--- src/rtl/ps2_host_tx.sv ---
// PS/2 host-to-device transmitter: request-to-send, 11-bit frame, device ACK, timeout.
// Define PS2TX_RETRY_EN to re-attempt a failed transfer up to RETRIES extra times.
module ps2_host_tx #(
    parameter int unsigned INHIBIT_CYCLES = 10000,
    parameter int unsigned TIMEOUT_CYCLES = 1500000,
    parameter int unsigned RETRIES        = 2
) (
    input  logic       clk,
    input  logic       rst,
    input  logic [7:0] tx_data,
    input  logic       tx_valid,
    output logic       tx_ready,
    output logic       busy,
    output logic       tx_done,
    output logic       tx_err,
    input  logic       ps2_clk_i,
    input  logic       ps2_data_i,
    output logic       ps2_clk_oe,
    output logic       ps2_data_oe
);

    localparam int unsigned CntMax   = (INHIBIT_CYCLES > TIMEOUT_CYCLES) ? INHIBIT_CYCLES
                                                                         : TIMEOUT_CYCLES;
    localparam int unsigned CntW     = (CntMax > 2) ? $clog2(CntMax) : 1;
    localparam int unsigned AttemptW = $clog2(RETRIES + 2);

`ifdef PS2TX_RETRY_EN
    localparam logic [AttemptW-1:0] RetryLimit = AttemptW'(RETRIES);
`else
    localparam logic [AttemptW-1:0] RetryLimit = '0;
`endif

    typedef enum logic [2:0] {
        StIdle, StInhibit, StStart, StData, StAck, StWaitIdle, StFail
    } state_e;

    state_e              state;
    logic [CntW-1:0]     cnt;
    logic [3:0]          bit_cnt;
    logic [9:0]          frame;
    logic [AttemptW-1:0] attempts;

    logic [2:0] clk_sync;
    logic [1:0] data_sync;
    logic       clk_fall;
    logic       clk_now;
    logic       data_now;
    logic       timed_out;

    // Idle-high reset values so no false falling edge appears after reset.
    always_ff @(posedge clk or negedge rst) begin
        if (!rst) begin
            clk_sync  <= '1;
            data_sync <= '1;
        end else begin
            clk_sync  <= {clk_sync[1:0], ps2_clk_i};
            data_sync <= {data_sync[0], ps2_data_i};
        end
    end

    assign clk_now   = clk_sync[1];
    assign clk_fall  = clk_sync[2] & ~clk_sync[1];
    assign data_now  = data_sync[1];
    assign timed_out = (cnt == CntW'(TIMEOUT_CYCLES - 1));

    assign tx_ready = (state == StIdle);
    assign busy     = (state != StIdle);

    always_ff @(posedge clk or negedge rst) begin
        if (!rst) begin
            state       <= StIdle;
            cnt         <= '0;
            bit_cnt     <= '0;
            frame       <= '0;
            attempts    <= '0;
            ps2_clk_oe  <= 1'b0;
            ps2_data_oe <= 1'b0;
            tx_done     <= 1'b0;
            tx_err      <= 1'b0;
        end else begin
            tx_done <= 1'b0;
            tx_err  <= 1'b0;
            case (state)
                StIdle: begin
                    ps2_clk_oe  <= 1'b0;
                    ps2_data_oe <= 1'b0;
                    if (tx_valid) begin
                        frame      <= {1'b1, ~^tx_data, tx_data};
                        bit_cnt    <= '0;
                        cnt        <= '0;
                        attempts   <= '0;
                        ps2_clk_oe <= 1'b1;
                        state      <= StInhibit;
                    end
                end
                StInhibit: begin
                    if (cnt == CntW'(INHIBIT_CYCLES - 1)) begin
                        ps2_data_oe <= 1'b1;
                        cnt         <= '0;
                        state       <= StStart;
                    end else begin
                        cnt <= cnt + 1'b1;
                    end
                end
                StStart: begin
                    ps2_clk_oe <= 1'b0;
                    cnt        <= '0;
                    state      <= StData;
                end
                StData: begin
                    if (clk_fall) begin
                        // Present frame bit n-1 after fall n; the stop bit releases the line.
                        cnt         <= '0;
                        ps2_data_oe <= ~frame[bit_cnt];
                        bit_cnt     <= bit_cnt + 1'b1;
                        if (bit_cnt == 4'd9) begin
                            state <= StAck;
                        end
                    end else if (timed_out) begin
                        ps2_data_oe <= 1'b0;
                        state       <= StFail;
                    end else begin
                        cnt <= cnt + 1'b1;
                    end
                end
                StAck: begin
                    if (clk_fall) begin
                        cnt     <= '0;
                        bit_cnt <= bit_cnt + 1'b1;
                        state   <= data_now ? StFail : StWaitIdle;
                    end else if (timed_out) begin
                        state <= StFail;
                    end else begin
                        cnt <= cnt + 1'b1;
                    end
                end
                StWaitIdle: begin
                    if (clk_now && data_now) begin
                        tx_done <= 1'b1;
                        state   <= StIdle;
                    end else if (timed_out) begin
                        state <= StFail;
                    end else begin
                        cnt <= cnt + 1'b1;
                    end
                end
                StFail: begin
                    ps2_clk_oe  <= 1'b0;
                    ps2_data_oe <= 1'b0;
                    if (attempts != RetryLimit) begin
                        attempts   <= attempts + 1'b1;
                        cnt        <= '0;
                        bit_cnt    <= '0;
                        ps2_clk_oe <= 1'b1;
                        state      <= StInhibit;
                    end else begin
                        tx_err <= 1'b1;
                        state  <= StIdle;
                    end
                end
                default: begin
                    ps2_clk_oe  <= 1'b0;
                    ps2_data_oe <= 1'b0;
                    state       <= StIdle;
                end
            endcase
        end
    end

endmodule
--- config.mk ---
export PLATFORM = sky130hd
export DESIGN_NAME = ps2_host_tx
export DESIGN_NICKNAME = d
export VERILOG_FILES = /design/src/rtl/ps2_host_tx.sv
export SDC_FILE = /design/constraint.sdc
export NUM_CORES = 1
export LEC_CHECK = 0
export ABC_AREA = 0
export BUFFER_PORTS_ARGS = -buffer_cell sky130_fd_sc_hd__buf_2
export CAP_MARGIN = 20
export CORE_UTILIZATION = 55
export CTS_CLUSTER_SIZE = 28
export DETAILED_ROUTE_END_ITERATION = 8
export PLACE_DENSITY = 0.79
export SYNTH_ARGS = -nofsm -noshare
export SYNTH_HDL_FRONTEND = slang
export SYNTH_SLANG_ARGS = --single-unit
--- constraint.sdc ---
create_clock -name clk -period 1.9 [get_ports clk]
set_input_delay 0.095 -clock clk [delete_from_list [all_inputs] [get_ports clk]]
set_output_delay 0.095 -clock clk [all_outputs]
set_load 0.02 [all_outputs]
== Yosys cells after proc, flatten, opt, wreduce, memory -nomap -nowiden ==
Index checks and enable logic that the tools add are counted.
Operators by class
  add/sub/neg operators: 3
  magnitude comparators: 1
  equality and inequality tests: 16
  muxes and demuxes: 37
  bitwise gates (word level): 4
  reductions and logical operators: 17
Operator list (count)
  21-bit two-way mux: 6
  21-bit one-hot mux with 6 select lines: 1
  21-bit by 1-bit adder with 21-bit output, second input constant: 1
  21-bit by 14-bit equality test with 1-bit output, second input constant: 1
  21-bit equality test, second input constant: 1
  3-bit two-way mux: 7
  3-bit one-hot mux with 7 select lines: 1
  4-bit two-way mux: 3
  4-bit one-hot mux with 3 select lines: 1
  1-bit two-way mux: 11
  3-bit equality test, second input constant: 3
  3-bit AND reduction: 3
  2-bit != test, second input constant: 4
  4-bit AND reduction: 2
  8-bit XNOR reduction: 1
  3-bit by 2-bit equality test with 1-bit output, second input constant: 2
  2-bit two-way mux: 3
  3-bit != test, second input constant: 2
  1-bit one-hot mux with 3 select lines: 2
  3-bit nonzero test: 2
  6-bit nonzero test: 1
  4-bit by 5-bit less-than comparator with 1-bit output, second input constant: 1
  4-bit by 1-bit adder with 4-bit output, second input constant: 1
  1-bit binary-select mux with 4-bit select: 1
  other kinds (14): 17
Storage, ports and cells
  bits in registers: 49
  input port bits: 13
  output and inout bits: 6
  logic and storage cells: 89

== Depth between registers and ports, before layout ==
  word-level depth: 5
  depth in mapped cells: 10
  mapped depth without buffers: 8

== Worst setup path after synthesis ==
OpenSTA, ideal clock, no wires.
  path kind: flip-flop to flip-flop
  start: register state[2]
  end: register frame[0]
  setup time: 0.125 ns
  arrival: 1.893 ns
  data required time: 1.775 ns
  setup slack: -0.118 ns
  cell stages (with the launch flop): 6
  path buffers: 2
  period minus slack after synthesis: 2.018 ns
  cells stage by stage: dfrtp_1 > buf_2 > nor3_1 > and2_1 > buf_2 > mux2_2
Between the ends
  cells in the longest elaborated chain, start to end: 2
RTL lines
  start: declaration: line 37  | state_e state;
  start signal: assignment: line 71  | state <= StIdle;
  start signal: assignment: line 93  | state <= StInhibit;
  start signal: assignment: line 100  | state <= StStart;
  3-bit zero test
  net tx_ready: line 12  | output logic tx_ready,
  2-bit AND reduction (no line)
  end signal: assignment: line 88  | frame <= {1'b1, ~^tx_data, tx_data};
  end: declaration: line 40  | logic [9:0] frame;
The timed path passes the listed nets, and every way through them passes these cells.
A chain may end at the register's enable or synchronous reset.

== Final worst setup path ==
  start: register cnt[19]
  end: register cnt[5]
Between the ends
  cells in the longest elaborated chain, start to end: 4
  elaborated cells between the ends (all ways): 7
  those cells by class: 2 x eq/ne; 5 x mux
RTL lines
  start: declaration: line 38  | logic [CntW-1:0] cnt;
  start signal: assignment: line 102  | cnt <= cnt + 1'b1;
  start signal: assignment: line 123  | cnt <= cnt + 1'b1;
  start signal: assignment: line 134  | cnt <= cnt + 1'b1;
  21-bit equality test: line 64  | assign timed_out = (cnt == CntW'(TIMEOUT_CYCLES - 1));
  21-bit two-way mux
  21-bit two-way mux, on equally long branches
  21-bit one-hot mux with 6 select lines (*): line 83  | case (state)
Every way passes the cells marked *; elsewhere a longest branch is shown, timed or not. The select of a mux whose other input is x is not followed.

==> summary by stage <==
Run status
The run finished, with violations left. The checks that failed: negative setup slack.

Setup path
Walking the worst path, the cells encountered are nor4_4 -> nand4_1 -> o211ai_4 -> buf_6 -> nand2_8 -> nor2_4 -> buf_12 -> nor4_4. The capturing point of the worst reg2reg path is cnt[5]$_DFFE_PN0P_. The depth of the worst register-to-register path is 8. At the worst endpoint, the arrival time is ~2200 ps. The beginning of the critical path is cnt[19]$_DFFE_PN0P_. On the worst path, the slowest cell contributes a delay of approximately 420 ps.

The cell occurring most often along the worst timing path is sky130_fd_sc_hd__nor4_4. The worst-path maximum fanout is 6. In this run the register-to-register setup slack is -130 ps. In this run the critical register-to-register path is launched from cnt[19]$_DFFE_PN0P_. The last element of the critical path is cnt[5]$_DFFE_PN0P_. For this design, the slowest cell found on the critical path is sky130_fd_sc_hd__dfrtp_1.

The startpoint kind of the worst setup timing path is a flop. The worst path required time is roughly 2100 ps. By startpoint and endpoint, the worst setup path is classified as reg2reg. The type of element capturing the critical path is a flop.

Cells and area
The number of inserted filler cells in the final layout is ~320. The fraction of layout instances using a drive strength above 1 is 0.3972. The most common cell after layout, fill and taps aside is sky130_fd_sc_hd__buf_4. The final-stage net count is ~370. The summed area of non-filler cells in the final layout is 0.003689 mm2. The library cells used most frequently in the layout, excluding fill and tap cells, are sky130_fd_sc_hd__buf_4 (45), sky130_fd_sc_hd__dfrtp_1 (40), sky130_fd_sc_hd__nor2_1 (18), sky130_fd_sc_hd__buf_2 (18), sky130_fd_sc_hd__a21oi_1 (17). The area growth from synthesis to layout is 28.12%. The count of non-filler cells in the finished layout is approximately 420.

0 antenna diodes ended up in the layout.

Power
Of the total power, the clock network draws 0.165. Power spread over the standard cell area amounts to roughly 1300 mW/mm2. The leakage component of the power is around 1.6 nW. The net switching fraction of the power is 0.3912. The internal power of the cells totals between 2 and 3 mW. The power share of the combinational group is 0.524. Across the VDD grid, the largest voltage drop is 0.8632 mV. Of the total power, registers draw 0.310. The switching power of the nets is 1.823 mW.

Timing
The total count of hold-check failures in the final report is 0. Setup repair after global routing could not meet its margin everywhere. Of the available clock period, the critical path in the final layout requires 1.069. The count of endpoints failing setup in the final report is 14. The final hold slack is 35.41 ps. Setup slack on the critical path of the routed design comes to -130.5 ps.

The remaining max-slew budget at the tightest pin is 0.7371. For the pin with the worst max-slew slack, the measured transition is between 300 and 400 ps. The worst path in the final design needs a cycle of approximately 2000 ps, including I/O delays and setup. Across the routed clock network, the largest skew measured is 5.833 ps.

The number of slew-limit violations in the final report came to 0. The timing-limited maximum frequency is 0.4925 GHz.

Synth
In the synthesized netlist, the number of instances is between 200 and 300. After synthesis the netlist holds a flip-flop and latch count of 49. For this run, the register share of the synthesized area comes to 0.4281.

The area fraction of the dominant cell type after synthesis is 0.3824. For this run, the number of Yosys warnings is 0. After synthesis the cells add up to around 0.0029 mm2. The post-synthesis average cell area is 9.928 um2. The number of nets produced by synthesis is ~310. After synthesis, the netlist uses 60 different library cells. Yosys attributes the largest share of cell area to sky130_fd_sc_hd__dfrtp_1 (38%), sky130_fd_sc_hd__mux2_2 (5.1%), sky130_fd_sc_hd__dfstp_2 (4.6%). The number of synthesized flops with an enable pin is 0. The async set-or-reset flop fraction in the synthesized netlist is 1.000.

Summed over all instances, the cell type with the most area after synthesis is sky130_fd_sc_hd__dfrtp_1. For this run, the leading register cell type out of synthesis is sky130_fd_sc_hd__dfrtp_1.

Route
Across all layers, the routed design uses 2558 vias. The count of nets left with antenna violations once routing finished came out at 0. The routed wire length is 7224 um. In this run, the number of DRC markers left after iteration 0 of detailed routing was between 300 and 400. The first detailed-routing pass took 5 iterations. The routed wirelength normalized by instance count is 17.12 um.

After detailed routing, the number of remaining DRC violations is 0. After detailed routing, the number of vias per cell comes to between 6 and 7.

Clock tree
For the worst-skew pair, the clock arrives at the later sink with an insertion delay of around 310 ps. In this run, CTS created clock tree buffers numbering 5. The H-tree was split into 2 levels.

The CTS tree is yes. Counting every sink on the clock net gives between 40 and 50. The maximum clock insertion buffer count is 2. In this run the clock root is driven by a sky130_fd_sc_hd__clkbuf_8. After clock tree synthesis, the clock-pin slew on the worst setup and hold paths is 100 ps.

Place
The placed cell area is roughly 0.0033 mm2. Detailed placement finished with a half-perimeter wire length of ~4800 um. The count of buffers added on input and output ports is 18. The number of instances in the placed design is 402. Routability-driven placement finished with a final weighted congestion of 0.9758. Timing analysis after detailed placement gives a worst setup slack of -72.12 ps.

GRT
The number of antenna violations at the first check in global routing is 0. In the global route stage, overall resource usage came out at 0.2645. The first-pass GRT wire length is 11120 um. The via count of the first global-routing pass came to roughly 2400. For this run the aggregate overflow at the end of global routing stands at 0. The maximum number of pins on one net before global-route repair is 50.

Floorplan
19 I/O pins were placed. For this configuration, the core starts out at a cell density of 0.5900. The cell row count is 25.

The floorplan step defined a die boundary enclosing between 0.005 and 0.006 mm2. The total core area is between 0.004 and 0.005 mm2. The width of the die is ~74 um. The die is around 74 um tall.

Flow run
The max-capacitance violation count is 0.

Hold path
The kind of path behind the tightest hold check is in2reg.
==> synth_stat cells (all sizes together), types with 5 or more instances <==
| library cell | number |
|---|---|
| dfrtp | 44 |
| o21ai | 26 |
| a21oi | 25 |
| nor2 | 25 |
| nand2 | 16 |
| nand4 | 14 |
| mux2 | 13 |
| inv | 12 |
| nand3 | 11 |
| buf | 10 |
| xnor2 | 9 |
| and3 | 7 |
| nor3 | 7 |
| clkbuf | 5 |
| dfstp | 5 |
| mux2i | 5 |
| nor4 | 5 |
==> layout make-up <==
cell class	count	area (um2)	share of cell area
Sequential cell	49	1237	0.3355
Multi-Input combinational cell	214	1647	0.4464
Tap cell	67	83.83	0.02273
Clock inverter	3	46.29	0.01255
Inverter	12	45.04	0.01221
Clock buffer	5	68.82	0.01866
Timing Repair Buffer	72	560.5	0.1520
==> logic make-up (layout without fill, tap and decap cells) <==
kind of cell	after synthesis	in the layout	synth area share
compound gates	73	73	0.1617
xor+xnor	13	13	0.03955
fa+ha+maj	4	4	0.01738
buf+inv	27	92	0.05301
flops	49	49	0.4281
mux	20	20	0.08388
simple gates	104	104	0.2164
==> worst max-delay path: cells and delay by family (launching register included) <==
family                 cells  cell delay [ps]
AND/OR/NAND/NOR            5              810
flip-flops                 1              420
buffers and inverters      2              350
AO/OA/AOI/OAI              1              310
==> metal layers <==
| layer | track usage | routed length, um |
|---|---|---|
| met1 | 0.3560 | 3091 |
| met2 | 0.4394 | 3649 |
| met3 | 0.04201 | 349 |
| met4 | 0.08595 | 134 |
| met5 | 0 | 0 |
==> how the worst min path moves through the flow <==
stage,end,slack [ps],depth (start not counted),start
final,frame[6]$_DFFE_PN0P_,40,2,tx_data[6]
after floorplan,attempts[0]$_DFFE_PN0P_,-200,0,rst
after global routing,frame[2]$_DFFE_PN0P_,40,2,tx_data[2]
after CTS,frame[6]$_DFFE_PN0P_,40,2,tx_data[6]
after global placement,attempts[0]$_DFFE_PN0P_,100,2,rst
after detailed placement,attempts[0]$_DFFE_PN0P_,100,2,rst
==> metrics by stage <==
| step | TNS [ps] | util | power (mW) |
|---|---|---|---|
| finish | -975.3 | 0.7559 | 4.659 |
| global route | -2816 | 0.7559 | 4.893 |
| CTS | -114.9 | 0.7110 | 4.189 |
| detailed placement | -249.4 | 0.6744 | 3.396 |
| global placement | 0 | 0.6744 | 3.326 |
| floorplan | 0 | - | 2.773 |
==> power by group through the flow <==
stage	Clock, mW	Combinational [mW]	Sequential [mW]
floorplan	0	1.38	1.39
global route	0.815	2.60	1.48
finish	0.771	2.44	1.45
detailed placement	0	1.94	1.46
CTS	0.778	1.97	1.44
global placement	0	1.88	1.44
==> what timing repair did <==
action / in CTS / in global routing
hold endpoints to repair: 46 / 0
gates resized for setup: 7 / 42
pin swaps: 1 / 19
endpoints found under the setup margin: 15 / 25
hold buffers: 3 / 0
buffers inserted: 2 / 7
==> flip-flops by register name, summed over array words and instances, names as in the netlist <==
signal,flops
frame,10
state,3
data_sync,2
cnt,21
ps2_data_oe,1
tx_done,1
bit_cnt,4
tx_err,1
ps2_clk_oe,1
attempts,2
clk_sync,3
(Power assumes the default switching activity.)
